### config.mk
export PLATFORM = sky130hd
export DESIGN_NAME = microsequencer_param
export DESIGN_NICKNAME = d
export VERILOG_FILES = /design/src/rtl/microsequencer_param.sv
export SDC_FILE = /design/constraint.sdc
export NUM_CORES = 1
export LEC_CHECK = 0
export ABC_AREA = 0
export BUFFER_PORTS_ARGS = -buffer_cell sky130_fd_sc_hd__clkbuf_2
export CORE_UTILIZATION = 50
export DETAILED_ROUTE_END_ITERATION = 8
export PLACE_DENSITY = 0.67
export SLEW_MARGIN = 20
export SYNTH_ARGS = -nofsm -noshare
export SYNTH_HDL_FRONTEND = slang
export SYNTH_SLANG_ARGS = --single-unit
export TNS_END_PERCENT = 1
### constraint.sdc
create_clock -name clk -period 6.4 [get_ports clk]
set_clock_uncertainty 0.2 [all_clocks]
set_input_delay 0.96 -clock clk [delete_from_list [all_inputs] [get_ports clk]]
set_output_delay 0.96 -clock clk [all_outputs]
set_load 0.005 [all_outputs]
### src/rtl/microsequencer_param.sv
// Microprogrammed sequencer: a µPC walks a writable control store; each micro-instruction
// picks the next µPC (increment, dispatch, jump, branch, call/return, home, halt).
module microsequencer_param #(
    parameter int STATE_W     = 4,
    parameter int INP_W       = 2,
    parameter int NUM_DISP    = 2,
    parameter int STACK_DEPTH = 4,
    localparam int DSEL_W     = (NUM_DISP > 1) ? $clog2(NUM_DISP) : 1,
    localparam int MI_W       = 3 + STATE_W,
    localparam int DEPTH_W    = $clog2(STACK_DEPTH + 1)
) (
    input  logic               clk,
    input  logic               rst_n,
    input  logic               en,
    input  logic [INP_W-1:0]   inp,
    input  logic               cond,
    input  logic               cs_we,
    input  logic [STATE_W-1:0] cs_addr,
    input  logic [MI_W-1:0]    cs_wdata,
    input  logic               dt_we,
    input  logic [DSEL_W-1:0]  dt_sel,
    input  logic [INP_W-1:0]   dt_idx,
    input  logic [STATE_W-1:0] dt_wdata,
    output logic [STATE_W-1:0] state,
    output logic [MI_W-1:0]    mi,
    output logic               halted,
    output logic               err,
    output logic [DEPTH_W-1:0] depth
);

    typedef enum logic [2:0] {
        OP_NEXT = 3'b000,
        OP_DISP = 3'b001,
        OP_JUMP = 3'b010,
        OP_BRC  = 3'b011,
        OP_HOME = 3'b100,
        OP_CALL = 3'b101,
        OP_RET  = 3'b110,
        OP_HALT = 3'b111
    } op_e;

    localparam int CS_WORDS   = 2 ** STATE_W;
    localparam int DT_ENTRIES = 2 ** INP_W;
    localparam int SP_W       = (STACK_DEPTH > 1) ? $clog2(STACK_DEPTH) : 1;

    logic [MI_W-1:0]    cs_mem    [CS_WORDS];
    logic [STATE_W-1:0] dt_mem    [NUM_DISP][DT_ENTRIES];
    logic [STATE_W-1:0] stack_mem [STACK_DEPTH];

    op_e                op;
    logic [STATE_W-1:0] target;
    logic [STATE_W-1:0] state_inc;
    logic [STATE_W-1:0] state_nxt;
    logic [DEPTH_W-1:0] depth_nxt;
    logic [DSEL_W-1:0]  disp_sel;
    logic               disp_ok;
    logic               stack_full;
    logic               stack_empty;
    logic [SP_W-1:0]    push_idx;
    logic [SP_W-1:0]    top_idx;
    logic               push;
    logic               err_set;

    assign mi          = cs_mem[state];
    assign op          = op_e'(mi[2:0]);
    assign target      = mi[MI_W-1:3];
    assign halted      = (op == OP_HALT);
    assign state_inc   = state + 1'b1;
    assign disp_sel    = target[DSEL_W-1:0];
    assign disp_ok     = int'(disp_sel) < NUM_DISP;
    assign stack_full  = (depth == DEPTH_W'(STACK_DEPTH));
    assign stack_empty = (depth == '0);
    assign push_idx    = SP_W'(depth);
    assign top_idx     = SP_W'(depth - 1'b1);

    always_comb begin
        // NOTE: every output of this block gets a default first, so no path leaves a latch.
        state_nxt = state;
        depth_nxt = depth;
        push      = 1'b0;
        err_set   = 1'b0;
        unique case (op)
            OP_NEXT: state_nxt = state_inc;
            OP_DISP: begin
                if (disp_ok) begin
                    state_nxt = dt_mem[disp_sel][inp];
                end else begin
                    state_nxt = '0;
                    err_set   = 1'b1;
                end
            end
            OP_JUMP: state_nxt = target;
            OP_BRC:  state_nxt = cond ? target : state_inc;
            OP_HOME: state_nxt = '0;
            OP_CALL: begin
                if (stack_full) begin
                    state_nxt = '0;
                    err_set   = 1'b1;
                end else begin
                    push      = 1'b1;
                    depth_nxt = depth + 1'b1;
                    state_nxt = target;
                end
            end
            OP_RET: begin
                if (stack_empty) begin
                    state_nxt = '0;
                    err_set   = 1'b1;
                end else begin
                    depth_nxt = depth - 1'b1;
                    state_nxt = stack_mem[top_idx];
                end
            end
            OP_HALT: state_nxt = state;
        endcase
    end

    // Microcode and dispatch tables are cleared on reset so a reset sequencer free-runs NEXT.
    always_ff @(posedge clk) begin
        if (!rst_n) begin
            state <= '0;
            depth <= '0;
            err   <= 1'b0;
            for (int i = 0; i < CS_WORDS; i++) begin
                cs_mem[i] <= '0;
            end
            for (int t = 0; t < NUM_DISP; t++) begin
                for (int e = 0; e < DT_ENTRIES; e++) begin
                    dt_mem[t][e] <= '0;
                end
            end
        end else begin
            if (cs_we) begin
                cs_mem[cs_addr] <= cs_wdata;
            end
            if (dt_we && (int'(dt_sel) < NUM_DISP)) begin
                dt_mem[dt_sel][dt_idx] <= dt_wdata;
            end
            if (en) begin
                state <= state_nxt;
                depth <= depth_nxt;
                err   <= err | err_set;
            end
        end
    end

    // NOTE: the return stack has no reset; entries at or above depth are never read.
    always_ff @(posedge clk) begin
        if (rst_n && en && push) begin
            stack_mem[push_idx] <= state_inc;
        end
    end

endmodule

==> run metrics <==
status=finished, final reports clean; initial antenna violation count=0; global placer's final weighted congestion=0.927; gr usage total=23.3%; pin count of the biggest net entering global routing=46; clk buf depth=2; syn nets=609; R2R Path End=stack_mem[0][0]$_DFFE_PP_; post-cts resize count=0; Vias=4862; Placed Instances=808; Avg Synthesized Cell Area=14.1 um2; CP required=5240 ps; hold endpoint=err$_SDFFE_PN0P_; WL final=18000 um; clock sink count=172; Worst VDD drop=222 uV; drt wl/cell=21.4 um; Final nets=between 600 and 700; FP Rows=46; crit path DAT=between 3000 and 4000 ps; cell internal pwr=2.33 mW; Worst Tran Pin Value=between 1000 and 1500 ps; Primary FF master, synth=edfxtp_1; max-cap violation count=0; Buffers on Ports=41; Initial Util=51.3%; Worst Setup Start Kind=register; Tmin final=4520 ps; DR iter-0 viols=452; total CTS buffers=17; Clk pwr share=just over 30%; GR Overflow Total=0; CTS tree=done; post-synthesis sequential area ratio=roughly three fifths; Post-route DRC=0; Max Fanout on Critical Path=24; Yosys top cell by area=edfxtp_1; clk_lat worst skew=about 430 ps; hpwl dp=12700 um; Post-synth EDFFs=160; Die Ht=130 um; fmax=221 MHz; Seq pwr share=between 40% and 50%; sw frac=30.4%; setup tns final=0 ps; vias in the first global route=between 4000 and 5000; Pins Over Slew Limit=0; core box area=roughly 16000 um2; Worst Reg2Reg Path Length in Cells=8; P_leak=about 3.2 nW; via-per-instance ratio=5.79; post-route insts no fill=840; layout cells sized above 1=~19%; Die ar.=approximately 17000 um2; Yosys Warn Count=0; CTS hold repair buffers=0; first-pass GRT wire length=27600 um; Hold Path Class=register to register; leading post-synthesis cells by cell area=edfxtp_1 (59%), and2_1 (11%), mux4_2 (9.1%); final hold violations=0; Slew headroom=27.2%; DRT Pass-1 Iters=5; Synth async-reset ratio=0%; worst reg-to-reg setup slack=~2300 ps; Crit. End Element=output port; post-synth cell types=50; Setup Crit Path Kind=register to output port; H-tree levels=4; DIE WIDTH=130 um; antenna-violating nets left=0; hold depth=2; Yosys reg bits=172; Final period util=70.7%; Root Driver=clkbuf_16; ant diodes=0; pwr dens=367 nW/um2; Ports=42; Hold Crit Start=err$_SDFFE_PN0P_; NetSw=1.01 mW; area of the mapped netlist=8150 um2; total power=around 3.3 mW; final setup violation count=0; Clk pin slew, worst setup/hold paths=60 ps; RSZ-0062 raised after global routing=no; Comb pwr share=26.1%; Layout area overhead=11.6%; top cell type's share of synthesized area=58.9%; setup repair bufs after CTS=0; Syn Inst Count=577
[power groups by stage]
stage                     sequential [mW]  clock [mW]  combinational, mW
final                                1.45        1.02              0.871
after global routing                 1.46        1.08              0.941
after CTS                            1.45        1.03              0.869
after detailed placement             1.47           0              0.866
after global placement               1.47           0              0.848
after floorplan                      1.38           0              0.687
[cells in the mapped netlist, types with 2 or more instances]
master     count
nand3_1       10
mux2i_1       19
a31oi_1        2
xnor2_1        2
nor2b_1        6
ha_1           6
o211ai_1       3
xor2_1         2
nand2b_1      16
nand2_1       18
a22oi_1        9
and2_1       144
a221oi_1       3
nor3_1         7
o2111ai_1      3
mux2_2         7
edfxtp_1     160
dfxtp_1       12
buf_1          3
buf_4          4
and3_1         5
a2111o_1       2
mux4_2        33
nand4_1        2
clkbuf_1      17
buf_2          4
a21oi_1        7
nor2_1        20
inv_1          9
o21ai_0       22
[kinds of logic (layout without fill, tap and decap cells)]
group	count (synthesis)	count (layout)	synth area share, %
and+or+nand+nor	234	234	16.7
DFF	172	172	61.9
AOI/OAI and AO/OA	63	63	5.56
muxes	59	59	12.4
buffers and inverters	39	86	2.07
adders and majority gates	6	6	0.921
xor gates and xnor gates	4	4	0.430
[worst max-delay path, stage by stage (launching register included)]
cell and delay (ps):
dfxtp_2 860, buf_4 370, mux4_2 540, mux2_2 300, a32oi_4 360, inv_4 110
nand3_1 190, inv_1 70, clkbuf_2 110
[per-layer routing]
metal	share of wire (%)	vias to the layer above	wire, um	track usage, %
met5	0	-	0	0
met4	2.3	0	416	8.82
met3	6.5	36	1170	5.70
met2	48	185	8560	35.7
met1	44	2406	7860	32.4
li1	-	2235	-	-
[how the worst max path moves through the flow]
stage	startpoint	to	slack, ps	depth (start not counted)
floorplan	register	halted	3280	9
finish	register	halted	1880	8
global route	register	halted	1620	8
global placement	register	halted	2360	8
CTS	register	halted	1810	8
detailed placement	register	halted	2280	8
[per-stage QoR]
| step | worst slack [ps] | util, % | cell area (um2) | hold slack, ps |
|---|---|---|---|---|
| after floorplan | 3280 | - | 8150 | 287 |
| after detailed placement | 2280 | 53.6 | 8520 | 299 |
| final | 1880 | 57.3 | 9100 | 311 |
| after CTS | 1810 | 57.3 | 9100 | 318 |
| after global placement | 2360 | 53.6 | 8520 | 294 |
| after global routing | 1620 | 57.3 | 9100 | 358 |
[sequential cells by signal, indices dropped and copies added, names as in the netlist, named ones only]
name and flops:
cs_mem 112, depth 3, dt_mem 32, err 1, stack_mem 16, state 4
[placed cells by master, fill, tap and decap left out, types with 3 or more instances in the layout]
cell type  Yosys  final
mux2i_1       19     19
nand2_1       18     18
mux2_2         7      7
clkinv_1       0      3
clkinv_4       0      3
ha_1           6      6
nor2b_1        6      6
nor3_1         7      7
a21oi_1        7      7
and2_1       144    144
o211ai_1       3      3
o21ai_1        0      3
and3_1         5      5
mux4_2        33     33
dfxtp_1       12     11
nand3_1       10     10
nor2_1        20     20
a221oi_1       3      3
inv_1          9      9
clkinv_2       0      3
o21ai_0       22     19
nand2b_1      16     16
clkbuf_2       0     41
clkbuf_16      0     17
o2111ai_1      3      3
edfxtp_1     160    160
a22oi_1        9      9
bufinv_16      0      3
[layout make-up]
class / count / area (um2)
fill: 1290 / 6780
sequential: 172 / 5050
multi-input combinational: 366 / 2940
clock buffer: 19 / 433
tap: 216 / 270
timing repair buffer: 43 / 220
clock inverter: 13 / 150
inverter: 11 / 43.8
Power figures use the tool's default switching activity.
